## src/rtl/ysyx_24080014_pc_gen_if.sv

```systemverilog
// Fetch handshake between the PC generator and the IFU: the PC generator
// offers a PC with out_valid and the IFU accepts it with out_ready.
interface ysyx_24080014_pc_gen_if #(
  parameter int unsigned XLEN = 32
) ();
  logic            out_valid;
  logic            out_ready;
  logic [XLEN-1:0] pc;

  modport master (
    output out_valid,
    output pc,
    input  out_ready
  );

  modport slave (
    input  out_valid,
    input  pc,
    output out_ready
  );
endinterface

```

## src/rtl/ysyx_24080014_pc_gen.sv

```systemverilog
// Program-counter generator for the multi-cycle core: issues the PC to the IFU,
// waits for retire/trap, reports commits and counts retired instructions.
module ysyx_24080014_pc_gen #(
  parameter int unsigned     XLEN         = 32,
  parameter logic [XLEN-1:0] RESET_VECTOR = XLEN'(32'h8000_0000),
  parameter int unsigned     IALIGN_BITS  = 2,
  parameter int unsigned     CNT_W        = 64
) (
  input  logic                  clk,
  input  logic                  rst,
  ysyx_24080014_pc_gen_if.master ifu,
  input  logic                  retire_valid_i,
  input  logic [XLEN-1:0]       retire_next_pc_i,
  input  logic                  trap_valid_i,
  input  logic [XLEN-1:0]       trap_vector_i,
  input  logic                  halt_req_i,
  output logic                  commit_valid_o,
  output logic [XLEN-1:0]       commit_pc_o,
  output logic                  commit_trap_o,
  output logic [CNT_W-1:0]      instret_o,
  output logic                  halted_o,
  output logic                  misalign_err_o,
  output logic                  protocol_err_o
);

  typedef enum logic [1:0] {
    ST_BOOT   = 2'd0,
    ST_ISSUE  = 2'd1,
    ST_WAIT   = 2'd2,
    ST_HALTED = 2'd3
  } state_e;

  state_e            state_q, state_d;
  logic [XLEN-1:0]   pc_q, pc_d;
  logic              out_valid_q, out_valid_d;
  logic              commit_valid_q, commit_valid_d;
  logic [XLEN-1:0]   commit_pc_q, commit_pc_d;
  logic              commit_trap_q, commit_trap_d;
  logic [CNT_W-1:0]  instret_q, instret_d;
  logic              halted_q, halted_d;
  logic              misalign_q, misalign_d;
  logic              protocol_q, protocol_d;
  logic              any_event_s;

  function automatic logic is_misaligned(input logic [XLEN-1:0] addr);
    logic bad;
    bad = 1'b0;
    for (int unsigned i = 0; i < IALIGN_BITS; i++) begin
      bad = bad | addr[i];
    end
    return bad;
  endfunction

  assign any_event_s = retire_valid_i | trap_valid_i;

  // Next-state and next-output computation for the issue/wait loop.
  always_comb begin
    state_d        = state_q;
    pc_d           = pc_q;
    commit_valid_d = 1'b0;
    commit_pc_d    = commit_pc_q;
    commit_trap_d  = commit_trap_q;
    instret_d      = instret_q;
    misalign_d     = misalign_q;
    protocol_d     = protocol_q;

    case (state_q)
      ST_BOOT: begin
        state_d    = ST_ISSUE;
        protocol_d = protocol_q | any_event_s;
      end
      ST_ISSUE: begin
        protocol_d = protocol_q | any_event_s;
        if (ifu.out_ready) begin
          state_d = ST_WAIT;
        end else begin
          state_d = ST_ISSUE;
        end
      end
      ST_WAIT: begin
        if (any_event_s) begin
          // Trap wins over a simultaneous retire.
          if (trap_valid_i) begin
            pc_d          = trap_vector_i;
            commit_trap_d = 1'b1;
          end else begin
            pc_d          = retire_next_pc_i;
            commit_trap_d = 1'b0;
          end
          commit_valid_d = 1'b1;
          commit_pc_d    = pc_q;
          instret_d      = instret_q + CNT_W'(1'b1);
          misalign_d     = misalign_q | is_misaligned(pc_d);
          if (halt_req_i) begin
            state_d = ST_HALTED;
          end else begin
            state_d = ST_ISSUE;
          end
        end else begin
          state_d = ST_WAIT;
        end
      end
      ST_HALTED: begin
        state_d    = ST_HALTED;
        protocol_d = protocol_q | any_event_s;
      end
      default: begin
        state_d = ST_BOOT;
      end
    endcase

    out_valid_d = (state_d == ST_ISSUE);
    halted_d    = (state_d == ST_HALTED);
  end

  // State and output registers with synchronous reset.
  always_ff @(posedge clk) begin
    if (rst) begin
      state_q        <= ST_BOOT;
      pc_q           <= RESET_VECTOR;
      out_valid_q    <= 1'b0;
      commit_valid_q <= 1'b0;
      commit_pc_q    <= '0;
      commit_trap_q  <= 1'b0;
      instret_q      <= '0;
      halted_q       <= 1'b0;
      misalign_q     <= 1'b0;
      protocol_q     <= 1'b0;
    end else begin
      state_q        <= state_d;
      pc_q           <= pc_d;
      out_valid_q    <= out_valid_d;
      commit_valid_q <= commit_valid_d;
      commit_pc_q    <= commit_pc_d;
      commit_trap_q  <= commit_trap_d;
      instret_q      <= instret_d;
      halted_q       <= halted_d;
      misalign_q     <= misalign_d;
      protocol_q     <= protocol_d;
    end
  end

  assign ifu.out_valid   = out_valid_q;
  assign ifu.pc          = pc_q;
  assign commit_valid_o  = commit_valid_q;
  assign commit_pc_o     = commit_pc_q;
  assign commit_trap_o   = commit_trap_q;
  assign instret_o       = instret_q;
  assign halted_o        = halted_q;
  assign misalign_err_o  = misalign_q;
  assign protocol_err_o  = protocol_q;

endmodule

```

## src/flat_wrapper.sv

```systemverilog
// flat-port wrapper written by rule: the top's interface ports become plain ports
module ysyx_24080014_pc_gen_flat 
#(
  parameter int unsigned     XLEN         = 32,
  parameter logic [XLEN-1:0] RESET_VECTOR = XLEN'(32'h8000_0000),
  parameter int unsigned     IALIGN_BITS  = 2,
  parameter int unsigned     CNT_W        = 64
)
  (clk, rst, retire_valid_i, retire_next_pc_i, trap_valid_i, trap_vector_i, halt_req_i, commit_valid_o, commit_pc_o, commit_trap_o, instret_o, halted_o, misalign_err_o, protocol_err_o, ifu_out_valid, ifu_pc, ifu_out_ready);
  ysyx_24080014_pc_gen_if #(.XLEN(XLEN)) ifu_i ();
  input  logic clk;
  input  logic rst;
  input  logic retire_valid_i;
  input  logic [XLEN-1:0] retire_next_pc_i;
  input  logic trap_valid_i;
  input  logic [XLEN-1:0] trap_vector_i;
  input  logic halt_req_i;
  output logic commit_valid_o;
  output logic [XLEN-1:0] commit_pc_o;
  output logic commit_trap_o;
  output logic [CNT_W-1:0] instret_o;
  output logic halted_o;
  output logic misalign_err_o;
  output logic protocol_err_o;
  output wire logic [$bits(ifu_i.out_valid)-1:0] ifu_out_valid;
  output wire logic [$bits(ifu_i.pc)-1:0] ifu_pc;
  input wire logic [$bits(ifu_i.out_ready)-1:0] ifu_out_ready;
  assign ifu_out_valid = ifu_i.out_valid;
  assign ifu_pc = ifu_i.pc;
  assign ifu_i.out_ready = ifu_out_ready;
  ysyx_24080014_pc_gen #(.XLEN(XLEN), .RESET_VECTOR(RESET_VECTOR), .IALIGN_BITS(IALIGN_BITS), .CNT_W(CNT_W)) u_core (.clk(clk), .rst(rst), .ifu(ifu_i), .retire_valid_i(retire_valid_i), .retire_next_pc_i(retire_next_pc_i), .trap_valid_i(trap_valid_i), .trap_vector_i(trap_vector_i), .halt_req_i(halt_req_i), .commit_valid_o(commit_valid_o), .commit_pc_o(commit_pc_o), .commit_trap_o(commit_trap_o), .instret_o(instret_o), .halted_o(halted_o), .misalign_err_o(misalign_err_o), .protocol_err_o(protocol_err_o));
endmodule
```

## config.mk

```make
export PLATFORM = sky130hd
export DESIGN_NAME = ysyx_24080014_pc_gen_flat
export DESIGN_NICKNAME = d
export VERILOG_FILES = /design/src/rtl/ysyx_24080014_pc_gen_if.sv /design/src/rtl/ysyx_24080014_pc_gen.sv /design/src/flat_wrapper.sv
export SDC_FILE = /design/constraint.sdc
export NUM_CORES = 1
export LEC_CHECK = 0
export ABC_CLOCK_PERIOD_IN_PS = 4250
export BUFFER_PORTS_ARGS = -buffer_cell sky130_fd_sc_hd__buf_2
export CORE_ASPECT_RATIO = 0.6
export CORE_UTILIZATION = 50
export CTS_CLUSTER_SIZE = 10
export DETAILED_ROUTE_END_ITERATION = 8
export PLACE_DENSITY = 0.9
export SYNTH_ARGS = -nofsm -noshare
export SYNTH_HDL_FRONTEND = slang
export SYNTH_SLANG_ARGS = --single-unit
```

## constraint.sdc

```tcl
create_clock -name clk -period 4.25 [get_ports clk]
set_input_delay 0.425 -clock clk [delete_from_list [all_inputs] [get_ports clk]]
set_output_delay 0.425 -clock clk [all_outputs]
set_load 0.05 [all_outputs]
```

==> impl_metrics.env <==
export IMPL_slowest_delay_ns=0.70
export IMPL_rsz0062_at_grt="false"
export IMPL_synth_seq_cells=136
export IMPL_synth_area_um2=5830
export IMPL_maxCapViolCount=0
export IMPL_cts_hold_buffers=0
export IMPL_final_cell_mix="buf_2 (202), dfxtp_1 (136), nand2_1 (103), a21oi_1 (77), nor2_1 (71)"
export IMPL_p_leak_nw=3.05
export IMPL_antenna_cells=0
export IMPL_critPathLaunchType="register"
export IMPL_grt_pass1_wl_um=25100
export IMPL_io_buffers=203
export IMPL_max_slew_worst_pin_slew_ns=1.04
export IMPL_ant_nets=0
export IMPL_path_max_fanout=14
export IMPL_grtUsageTotal_pct=26.2
export IMPL_cp_required_ns=4.57
export IMPL_wire_per_inst_um=15.3
export IMPL_status="finished, final reports clean"
export IMPL_antenna_found_initial=0
export IMPL_postLayoutSetupSlackWorst_ns=1.47
export IMPL_clkLatencyLatePin_ns=0.41
export IMPL_finalNetCount=942
export IMPL_yosysSeqAreaShare_pct=46.7
export IMPL_cts_htree_levels=4
export IMPL_die_w_um=141
export IMPL_grt_start_max_net_pins=102
export IMPL_syn2layout_area_growth_pct=28.4
export IMPL_cts_buffers=17
export IMPL_yosys_warnings=0
export IMPL_post_cts_repair_setup_buffers=0
export IMPL_ctsResizeCount=0
export IMPL_syn_area_per_cell_um2=8.50
export IMPL_p_per_area_nw_per_um2=396
export IMPL_async_flop_share_pct=0
export IMPL_hp_class="in2reg"
export IMPL_drc=0
export IMPL_gr_total_overflow=0
export IMPL_setup_tns_ns=0
export IMPL_finalHoldViolCount=0
export IMPL_maxSlewViolCount=0
export IMPL_setup_viol=0
export IMPL_ys_types=41
export IMPL_synth_ff_type="dfxtp_1"
export IMPL_vias_per_cell=5.51
export IMPL_fin_crit_ns=2.78
export IMPL_die_h_um=85.6
export IMPL_clock_fmax_mhz=359
export IMPL_clock_path_buffers=2
export IMPL_min_period_over_period_pct=65.5
export IMPL_peakVddDrop_mv=0.301
export IMPL_worstPathCellList="nand3_1, nor4_4, nand4_1, or4_1, a21oi_1"
export IMPL_clock_sinks=136
export IMPL_holdWs_ns=0.253
export IMPL_placed_area_um2=6920
export IMPL_io_pins=204
export IMPL_dp_hpwl_um=11100
export IMPL_final_common_cell="buf_2"
export IMPL_max_slew_margin_pct=30.3
export IMPL_worst_setup_path_end_kind="register"
export IMPL_stdcell_area_um2=7490
export IMPL_cp_arrival_ns=3.10
export IMPL_rows=30
export IMPL_fp_dieArea_um2=12100
export IMPL_firstDrtPassIters=4
export IMPL_path_clk_slew_ns=0.06
export IMPL_grt_pass1_vias=5103
export IMPL_root_buffer="clkbuf_16"
export IMPL_cpMaxStageDelayCell="or4_1"
export IMPL_drtIter0Drc=397
export IMPL_place_gp_congestion=0.856
export IMPL_drt_total_wl_um=16000
export IMPL_layout_drive_gt1_share_pct=28.5
export IMPL_coreArea_um2=11300
export IMPL_initial_utilization_pct=51.4
export IMPL_fin_skew_ns=0.0111
export IMPL_nFillCells=961
export IMPL_syn_nets=757
export IMPL_cts_tree="yes"
export IMPL_critPathKind="reg2reg"
export IMPL_synth_edf_count=0
export IMPL_syn_inst=686
export IMPL_pre_cts_ws_ns=1.62
export IMPL_seqCellArea_um2=2720
export IMPL_multi_input_area_um2=2920
export IMPL_vias=5750
export IMPL_reg2reg_slack_ns=1.47
-- metal layers --
metal	share of wire (%)	GRT usage [%]	vias to the layer above
met5	0	0	-
met4	1.0	8.41	0
met3	8.5	6.59	15
met2	43	40.1	237
met1	47	36.5	2662
li1	-	-	2836
-- cell type report --
cell class                      instances  share of cell area (%)
Inverter                                7                   0.351
Sequential cell                       136                    36.4
Timing Repair Buffer                  207                    14.0
Clock inverter                         10                    1.27
Clock buffer                           21                    6.28
Tap cell                              160                    2.67
Multi-Input combinational cell        502                    39.0
-- state kept, by name, indices dropped and copies added (netlist names) --
signal and flops:
u_core.halted_o 1, u_core.ifu.out_valid 1, u_core.commit_valid_o 1, u_core.state_q 2, u_core.misalign_err_o 1, u_core.commit_trap_o 1
u_core.commit_pc_o 32, u_core.instret_o 64, u_core.protocol_err_o 1, u_core.ifu.pc 32
-- cell families (layout without fill, tap and decap cells) --
kind of cell | after synthesis | after routing | synth area share (%)
AO/OA/AOI/OAI | 153 | 153 | 15.7
AND/OR/NAND/NOR | 292 | 292 | 25.0
flip-flops | 136 | 136 | 46.7
adder cells (fa/ha/maj) | 1 | 1 | 0.215
multiplexers | 32 | 32 | 5.49
buffers and inverters | 48 | 245 | 3.30
XOR/XNOR | 24 | 24 | 3.61
-- path summary, 6_finish.rpt --
| kind | startpoint | endpoint | depth (start not counted) |
|---|---|---|---|
| worst max-delay path | u_core.instret_o[11]$_SDFFE_PP0P_ | u_core.instret_o[57]$_SDFFE_PP0P_ | 5 |
| worst min-delay path | ifu_out_ready | u_core.state_q[0]$_SDFF_PP0_ | 2 |
| worst max register to register | u_core.instret_o[11]$_SDFFE_PP0P_ | u_core.instret_o[57]$_SDFFE_PP0P_ | 5 |
| worst min register to register | u_core.commit_pc_o[4]$_SDFFE_PP0P_ | u_core.commit_pc_o[4]$_SDFFE_PP0P_ | 2 |
-- worst max-delay path: cells and delay by family (launching register included) --
family / cells / cell delay, ns
flip-flops: 1 / 0.46
AO/OA/AOI/OAI: 1 / 0.18
AND/OR/NAND/NOR: 4 / 2.04
-- Yosys cell counts (4+ instances only) --
cell | instances | area (um2)
buf_2 | 4 | 20.0
xnor2_1 | 7 | 61.3
a21oi_1 | 77 | 385
o31ai_1 | 24 | 180
or4_1 | 23 | 173
nor2_1 | 72 | 270
nand2_1 | 103 | 387
nor3_1 | 6 | 30.0
nand4_1 | 17 | 106
mux2i_1 | 32 | 320
nor4_1 | 4 | 25.0
nand3_1 | 26 | 130
clkbuf_1 | 34 | 128
inv_1 | 7 | 26.3
and3_1 | 4 | 25.0
o21ai_0 | 18 | 90.1
dfxtp_1 | 136 | 2720
xor2_1 | 17 | 149
or3_1 | 16 | 100
a211oi_1 | 31 | 233
-- through the flow --
stage / std cells / utilization [%] / power (mW)
2_1_floorplan: 686 / - / 1.51
3_3_place_gp: 1012 / 61.0 / 1.59
3_5_place_dp: 1012 / 61.0 / 1.59
4_1_cts: 1043 / 66.0 / 2.99
5_1_grt: 1043 / 66.0 / 3.07
6_report: 1043 / 66.0 / 2.96
-- power breakdown --
group	switching, mW	leakage, nW	internal [mW]
Combinational	0.172	1.67	0.0746
Sequential	0.0178	1.10	1.30
Clock	0.546	0.276	0.851
No activity file was read; power rests on OpenSTA's default activity.
